<file path="config.mk">
export PLATFORM = sky130hd
export DESIGN_NAME = chime_alarm_ctrl
export DESIGN_NICKNAME = d
export VERILOG_FILES = /design/src/rtl/chime_alarm_ctrl.sv
export SDC_FILE = /design/constraint.sdc
export NUM_CORES = 1
export LEC_CHECK = 0
export ABC_CLOCK_PERIOD_IN_PS = 1900
export BUFFER_PORTS_ARGS = -buffer_cell sky130_fd_sc_hd__buf_2
export CAP_MARGIN = 20
export CORE_ASPECT_RATIO = 0.8
export CORE_MARGIN = 2
export CORE_UTILIZATION = 30
export DETAILED_ROUTE_END_ITERATION = 12
export GPL_ROUTABILITY_DRIVEN = 1
export PLACE_DENSITY_LB_ADDON = 0.08
export SETUP_SLACK_MARGIN = 0.4
export SYNTH_ARGS = -nofsm -noshare
export SYNTH_HDL_FRONTEND = slang
export SYNTH_SLANG_ARGS = --single-unit
</file>
<file path="constraint.sdc">
create_clock -name clk -period 1.9 [get_ports clk]
set_clock_uncertainty 0.15 [all_clocks]
set_input_delay 0.285 -clock clk [delete_from_list [all_inputs] [get_ports clk]]
set_output_delay 0.285 -clock clk [all_outputs]
set_load 0.01 [all_outputs]
</file>
<file path="src/rtl/chime_alarm_ctrl.sv">
// Hourly pip/long-tone chime plus daily alarm, driving a single buzzer pin.
// Consumes binary h/m/s from the timekeeping counters; buzz is a registered square wave or 0.
module chime_alarm_ctrl #(
  parameter int unsigned DIV_LO    = 62500,
  parameter int unsigned DIV_HI    = 50000,
  parameter int unsigned N_PIPS    = 5,
  parameter int unsigned LONG_SEC  = 1,
  parameter int unsigned ALARM_SEC = 60
) (
  input  logic       clk,
  input  logic       rst_n,
  input  logic [4:0] H_in,
  input  logic [5:0] M_in,
  input  logic [5:0] S_in,
  input  logic       chime_en,
  input  logic       alarm_en,
  input  logic [4:0] alarm_h,
  input  logic [5:0] alarm_m,
  input  logic       stop,
  output logic       buzz,
  output logic       alarm_active,
  output logic       busy
);

  localparam int unsigned LO_W  = (DIV_LO > 1) ? $clog2(DIV_LO) : 1;
  localparam int unsigned HI_W  = (DIV_HI > 1) ? $clog2(DIV_HI) : 1;
  localparam int unsigned CNT_W = 8;

  localparam logic [1:0] ST_IDLE  = 2'd0;
  localparam logic [1:0] ST_PIP   = 2'd1;
  localparam logic [1:0] ST_LONG  = 2'd2;
  localparam logic [1:0] ST_ALARM = 2'd3;

  // First pip second of minute 59; pips then fall on every even second up to 58.
  localparam logic [5:0] PIP_FIRST = 6'(60 - 2 * N_PIPS);
  localparam logic [5:0] PIP_LAST  = 6'd58;

  localparam logic [CNT_W-1:0] LONG_LAST  = CNT_W'(LONG_SEC - 1);
  localparam logic [CNT_W-1:0] ALARM_LAST = CNT_W'(ALARM_SEC - 1);
  localparam logic [LO_W-1:0]  LO_WRAP    = LO_W'(DIV_LO - 1);
  localparam logic [HI_W-1:0]  HI_WRAP    = HI_W'(DIV_HI - 1);

  // Elaboration-time parameter range guards.
  if (N_PIPS < 1 || N_PIPS > 29) begin : g_bad_pips
    $error("chime_alarm_ctrl: N_PIPS must be 1..29");
  end
  if (LONG_SEC < 1 || LONG_SEC > 59) begin : g_bad_long
    $error("chime_alarm_ctrl: LONG_SEC must be 1..59");
  end
  if (ALARM_SEC < 1 || ALARM_SEC > 255) begin : g_bad_alarm
    $error("chime_alarm_ctrl: ALARM_SEC must be 1..255");
  end
  if (DIV_LO < 1 || DIV_HI < 1) begin : g_bad_div
    $error("chime_alarm_ctrl: tone dividers must be >= 1");
  end

  logic [LO_W-1:0]  lo_cnt_q;
  logic             lo_tone_q;
  logic [HI_W-1:0]  hi_cnt_q;
  logic             hi_tone_q;

  logic [5:0]       sec_q;
  logic             armed_q;
  logic [1:0]       state_q, state_d;
  logic [CNT_W-1:0] sec_cnt_q, sec_cnt_d;
  logic             buzz_q, buzz_d;
  logic             alarm_active_q, alarm_active_d;
  logic             busy_q, busy_d;

  logic             tick;
  logic             alarm_hit;
  logic             pip_hit;
  logic             long_hit;
  logic [1:0]       ev_state;

  // Free-running low ("doo") tone divider.
  always_ff @(posedge clk or negedge rst_n) begin
    if (!rst_n) begin
      lo_cnt_q  <= '0;
      lo_tone_q <= 1'b0;
    end else if (lo_cnt_q == LO_WRAP) begin
      lo_cnt_q  <= '0;
      lo_tone_q <= ~lo_tone_q;
    end else begin
      lo_cnt_q  <= lo_cnt_q + 1'b1;
    end
  end

  // Free-running high ("di") tone divider.
  always_ff @(posedge clk or negedge rst_n) begin
    if (!rst_n) begin
      hi_cnt_q  <= '0;
      hi_tone_q <= 1'b0;
    end else if (hi_cnt_q == HI_WRAP) begin
      hi_cnt_q  <= '0;
      hi_tone_q <= ~hi_tone_q;
    end else begin
      hi_cnt_q  <= hi_cnt_q + 1'b1;
    end
  end

  // armed_q masks the first post-reset cycle so a cleared sec_q does not replay an event.
  assign tick      = armed_q && (S_in != sec_q);
  assign alarm_hit = alarm_en && (H_in == alarm_h) && (M_in == alarm_m) && (S_in == 6'd0);
  assign pip_hit   = chime_en && (M_in == 6'd59) && !S_in[0]
                     && (S_in >= PIP_FIRST) && (S_in <= PIP_LAST);
  assign long_hit  = chime_en && (M_in == 6'd0) && (S_in == 6'd0);

  // State, second bookkeeping and registered outputs.
  always_ff @(posedge clk or negedge rst_n) begin
    if (!rst_n) begin
      sec_q          <= '0;
      armed_q        <= 1'b0;
      state_q        <= ST_IDLE;
      sec_cnt_q      <= '0;
      buzz_q         <= 1'b0;
      alarm_active_q <= 1'b0;
      busy_q         <= 1'b0;
    end else begin
      sec_q          <= S_in;
      armed_q        <= 1'b1;
      state_q        <= state_d;
      sec_cnt_q      <= sec_cnt_d;
      buzz_q         <= buzz_d;
      alarm_active_q <= alarm_active_d;
      busy_q         <= busy_d;
    end
  end

  // Next-state and output decode.
  always_comb begin
    state_d        = state_q;
    sec_cnt_d      = sec_cnt_q;
    buzz_d         = 1'b0;
    ev_state       = ST_IDLE;

    if (alarm_hit) begin
      ev_state = ST_ALARM;
    end else if (pip_hit) begin
      ev_state = ST_PIP;
    end else if (long_hit) begin
      ev_state = ST_LONG;
    end

    case (state_q)
      ST_IDLE: begin
        if (tick) begin
          state_d   = ev_state;
          sec_cnt_d = '0;
        end
      end
      ST_PIP: begin
        buzz_d = hi_tone_q;
        if (tick) begin
          state_d   = ev_state;
          sec_cnt_d = '0;
        end else if (!chime_en) begin
          state_d = ST_IDLE;
        end
      end
      ST_LONG: begin
        buzz_d = lo_tone_q;
        if (tick && alarm_hit) begin
          state_d   = ST_ALARM;
          sec_cnt_d = '0;
        end else if (!chime_en) begin
          state_d = ST_IDLE;
        end else if (tick) begin
          if (sec_cnt_q == LONG_LAST) begin
            state_d = ST_IDLE;
          end else begin
            sec_cnt_d = sec_cnt_q + 1'b1;
          end
        end
      end
      ST_ALARM: begin
        // 1 s on / 1 s off, keyed off the elapsed-second count.
        buzz_d = hi_tone_q & ~sec_cnt_q[0];
        if (stop || !alarm_en) begin
          state_d = ST_IDLE;
        end else if (tick) begin
          if (sec_cnt_q == ALARM_LAST) begin
            state_d = ST_IDLE;
          end else begin
            sec_cnt_d = sec_cnt_q + 1'b1;
          end
        end
      end
      default: begin
        state_d = ST_IDLE;
      end
    endcase

    alarm_active_d = (state_d == ST_ALARM);
    busy_d         = (state_d != ST_IDLE);
  end

  assign buzz         = buzz_q;
  assign alarm_active = alarm_active_q;
  assign busy         = busy_q;

endmodule

</file>
==> summary.txt <==
status: finished with violations
violated checks: setup timing
max-cap viol count: 0
pwr/cell area: 507.4 mW/mm^2
Worst Path Class, Setup: reg2reg
via/cell ratio: 4.642
CTS Sinks: 54
Placement Setup Slack: -0.4647 ns
Skew-Pair Late Insertion Delay: 0.32 ns
clock buffer depth: 2
WP data required: 2.02 ns
die height: 88.82 um
Min Clock Period, post-route: 2.042 ns
combinational fraction of design power: 9.7%
overall power: 2.043 mW
share of the synthesized area in the top cell type: 50.09%
# setup viols final: 11
Gate Count Post-Synth: 257
Avg Inst Size Synth: 10.50 sq um
CP max stage cell: dfrtp_1
buffers added on ports: 35
number of distinct library cells after synthesis: 44
CP cell instances: ha_2 > nor2b_4 > a31oi_4 > o32ai_2 > a211o_4 > nor4_4 > a211o_1
ys async rst share: 100.0%
I/O pins: 36
sw power: 513.2 uW
CP Max Fanout: 7
Post-DP HPWL: 4339 um
Initial Utilization: 31.38%
Routed Antenna Nets: 0
setup TNS: -0.9946 ns
total die area: 0.009771 sq mm
largest net degree at the start of global routing: 20
drt pass-1 iters: 4
die width: 110.0 um
Core Rows: 30
Final Hold Vio Count: 0
GR Util met2: 20.69%
Most Crowded Layer GR: met2
WL final: 6188 um
post-layout worst setup margin: -0.1422 ns
fmax: 489.7 MHz
multiplexer share of the synthesized area: 0.4174%
WP data arrival: 2.16 ns
final instance area: 0.004028 sq mm
P_leak: 1.842 nW
yosys warns: 0
TritonCTS clock tree: built
area leader, netlist: dfrtp_1
cell area after placement: 0.003415 sq mm
Wirelength per Cell: 13.03 um
synthesized area: 0.002698 sq mm
delay of the slowest cell on the worst path: 0.41 ns
via count: 2205
top cells by count, synth: dfrtp_1, nor2_1, xnor2_1
# diodes: 0
final RePlAce weighted congestion: 0.7452
sequential share of power: 56.9%
nets@finish: 399
Peak VDD IR: 0.3907 mV
top-count cell post-synth: dfrtp_1
Pint: 1.530 mW
CTS buffer count: 5
Synth Register Bits: 54
Reg clk slew, reported paths: 0.11 ns
clock power share: 33.4%
post-synthesis simple-gate area fraction: 22.63%
grt total ovfl: 0
core area: 0.008596 sq mm
hold slack: 0.05708 ns
vias in the first global route: 2132
sequential share of the synthesized area: 50.09%
unrepaired setup endpoints after global routing: yes
Clock Root Buffer: clkbuf_8
Post-synth EDFFs: 0
Synth Area in Compound Gates: 8.766%
first-pass GRT wire length: 10240 um
startpoint types: register
XOR/XNOR share of the synthesized area: 15.21%
met3 Use GR: 3.756%
Slew Viols, Final: 0
global routing usage on met1: 18.98%
Area Overhead vs Synth: 49.30%
min-delay worst type: in2reg
post-synthesis adder-cell area fraction: 1.855%
Sw Ratio: 25.12%
GRT Total Usage: 13.73%
DRC viols: 0
Synth area leaders: dfrtp_1, xnor2_1, xor2_1, nor2_1, nand3_1
syn nets: 294
crit end category: register
ys flop type: dfrtp_1
layout cells sized above 1: 49.31%
H-tree levels: 2
starting DRC count in detailed routing: 63
period utilization: 107.5%
initial antenna violation count: 0
main combinational cell family by area after synthesis: simple AND/OR/NAND/NOR gates
final timing paths:
kind                                    from            to  depth (start not counted)  slack, ns
min in group asynchronous              rst_n  sec_cnt_q[3]                          2       0.26
worst min register to register     lo_tone_q     lo_tone_q                          1       0.33
max in group asynchronous              rst_n  alarm_active                          3       0.82
worst max register to register  sec_cnt_q[0]  sec_cnt_q[4]                          7      -0.14
worst max-delay path            sec_cnt_q[0]  sec_cnt_q[4]                          7      -0.14
worst min-delay path                 S_in[5]      sec_q[5]                          2       0.06
registers in the layout, indices dropped and copies added, names as in the netlist:
register / count
hi_tone_q: 1
lo_cnt_q: 16
sec_q: 6
armed_q: 1
lo_tone_q: 1
hi_cnt_q: 16
buzz: 1
busy: 1
state_q: 2
alarm_active: 1
sec_cnt_q: 8
repair_timing:
action | 4_1_cts | 5_1_grt
hold buffers | 3 | 0
setup endpoints to repair | 32 | 37
pin swaps | 27 | 21
hold endpoints to repair | 13 | 0
resized for setup | 34 | 44
setup buffers | 14 | 8
critical path: cells and delay by family, from the launching register on:
family / cells / cell delay (ns)
and+or+nand+nor: 2 / 0.41
DFF: 1 / 0.41
adders and majority gates: 1 / 0.19
AOI/OAI and AO/OA: 4 / 0.83
layout make-up:
type	count	area [sq um]
Fill cell	834	4568
Multi-Input combinational cell	197	1672
Sequential cell	54	1358
Timing Repair Buffer	101	753.2
Tap cell	112	140.1
Clock buffer	5	68.82
Clock inverter	3	25.02
Inverter	3	11.26
cell usage in the layout, fill, tap and decap left out, types with 3 or more instances in the layout:
master | Yosys | routed
nor2b_1 | 8 | 6
xnor2_1 | 27 | 23
xnor2_2 | 1 | 5
nor2_1 | 31 | 18
xor2_1 | 18 | 17
nor2_2 | 0 | 7
ha_2 | 0 | 4
nand2_2 | 0 | 3
buf_12 | 0 | 3
nand2_1 | 17 | 13
dfrtp_1 | 54 | 49
clkbuf_8 | 0 | 5
and3_4 | 0 | 4
nand4_1 | 10 | 10
nor2_4 | 1 | 7
a211o_1 | 3 | 3
o21ai_2 | 0 | 3
nand3_1 | 21 | 14
and3_1 | 9 | 5
buf_6 | 0 | 10
dfrtp_2 | 0 | 5
dlygate4sd3_1 | 0 | 3
buf_2 | 1 | 35
nand3_2 | 0 | 5
o21ai_1 | 3 | 3
buf_4 | 0 | 50
a22o_1 | 5 | 5
nor4_2 | 0 | 3
kinds of logic after synthesis:
group / Yosys count
fa+ha+maj: 4
compound gates: 29
mux: 1
buf+inv: 6
xor+xnor: 46
flops: 54
other cells: 1
simple gates: 116
per-layer routing:
layer  wire length (um)  share of wire, %  vias up
li1                   -                 -     1120
met1               3113                50     1058
met2               2813                45       19
met3                163               2.6        8
met4                 98               1.6        0
met5                  0                 0        -
metrics by stage:
stage                     utilization, %  cells
after floorplan                        -    257
after global placement             39.72    442
after detailed placement           39.72    442
after CTS                          44.09    467
after global routing               46.86    475
final                              46.86    475
power groups by stage:
| stage | Clock [mW] | Combinational, mW | Sequential, mW |
|---|---|---|---|
| after detailed placement | 0 | 0.190 | 1.19 |
| final | 0.682 | 0.198 | 1.16 |
| after floorplan | 0 | 0.0600 | 1.19 |
| after global routing | 0.773 | 0.221 | 1.16 |
| after CTS | 0.717 | 0.201 | 1.16 |
| after global placement | 0 | 0.189 | 1.19 |
Power figures use the tool's default switching activity.
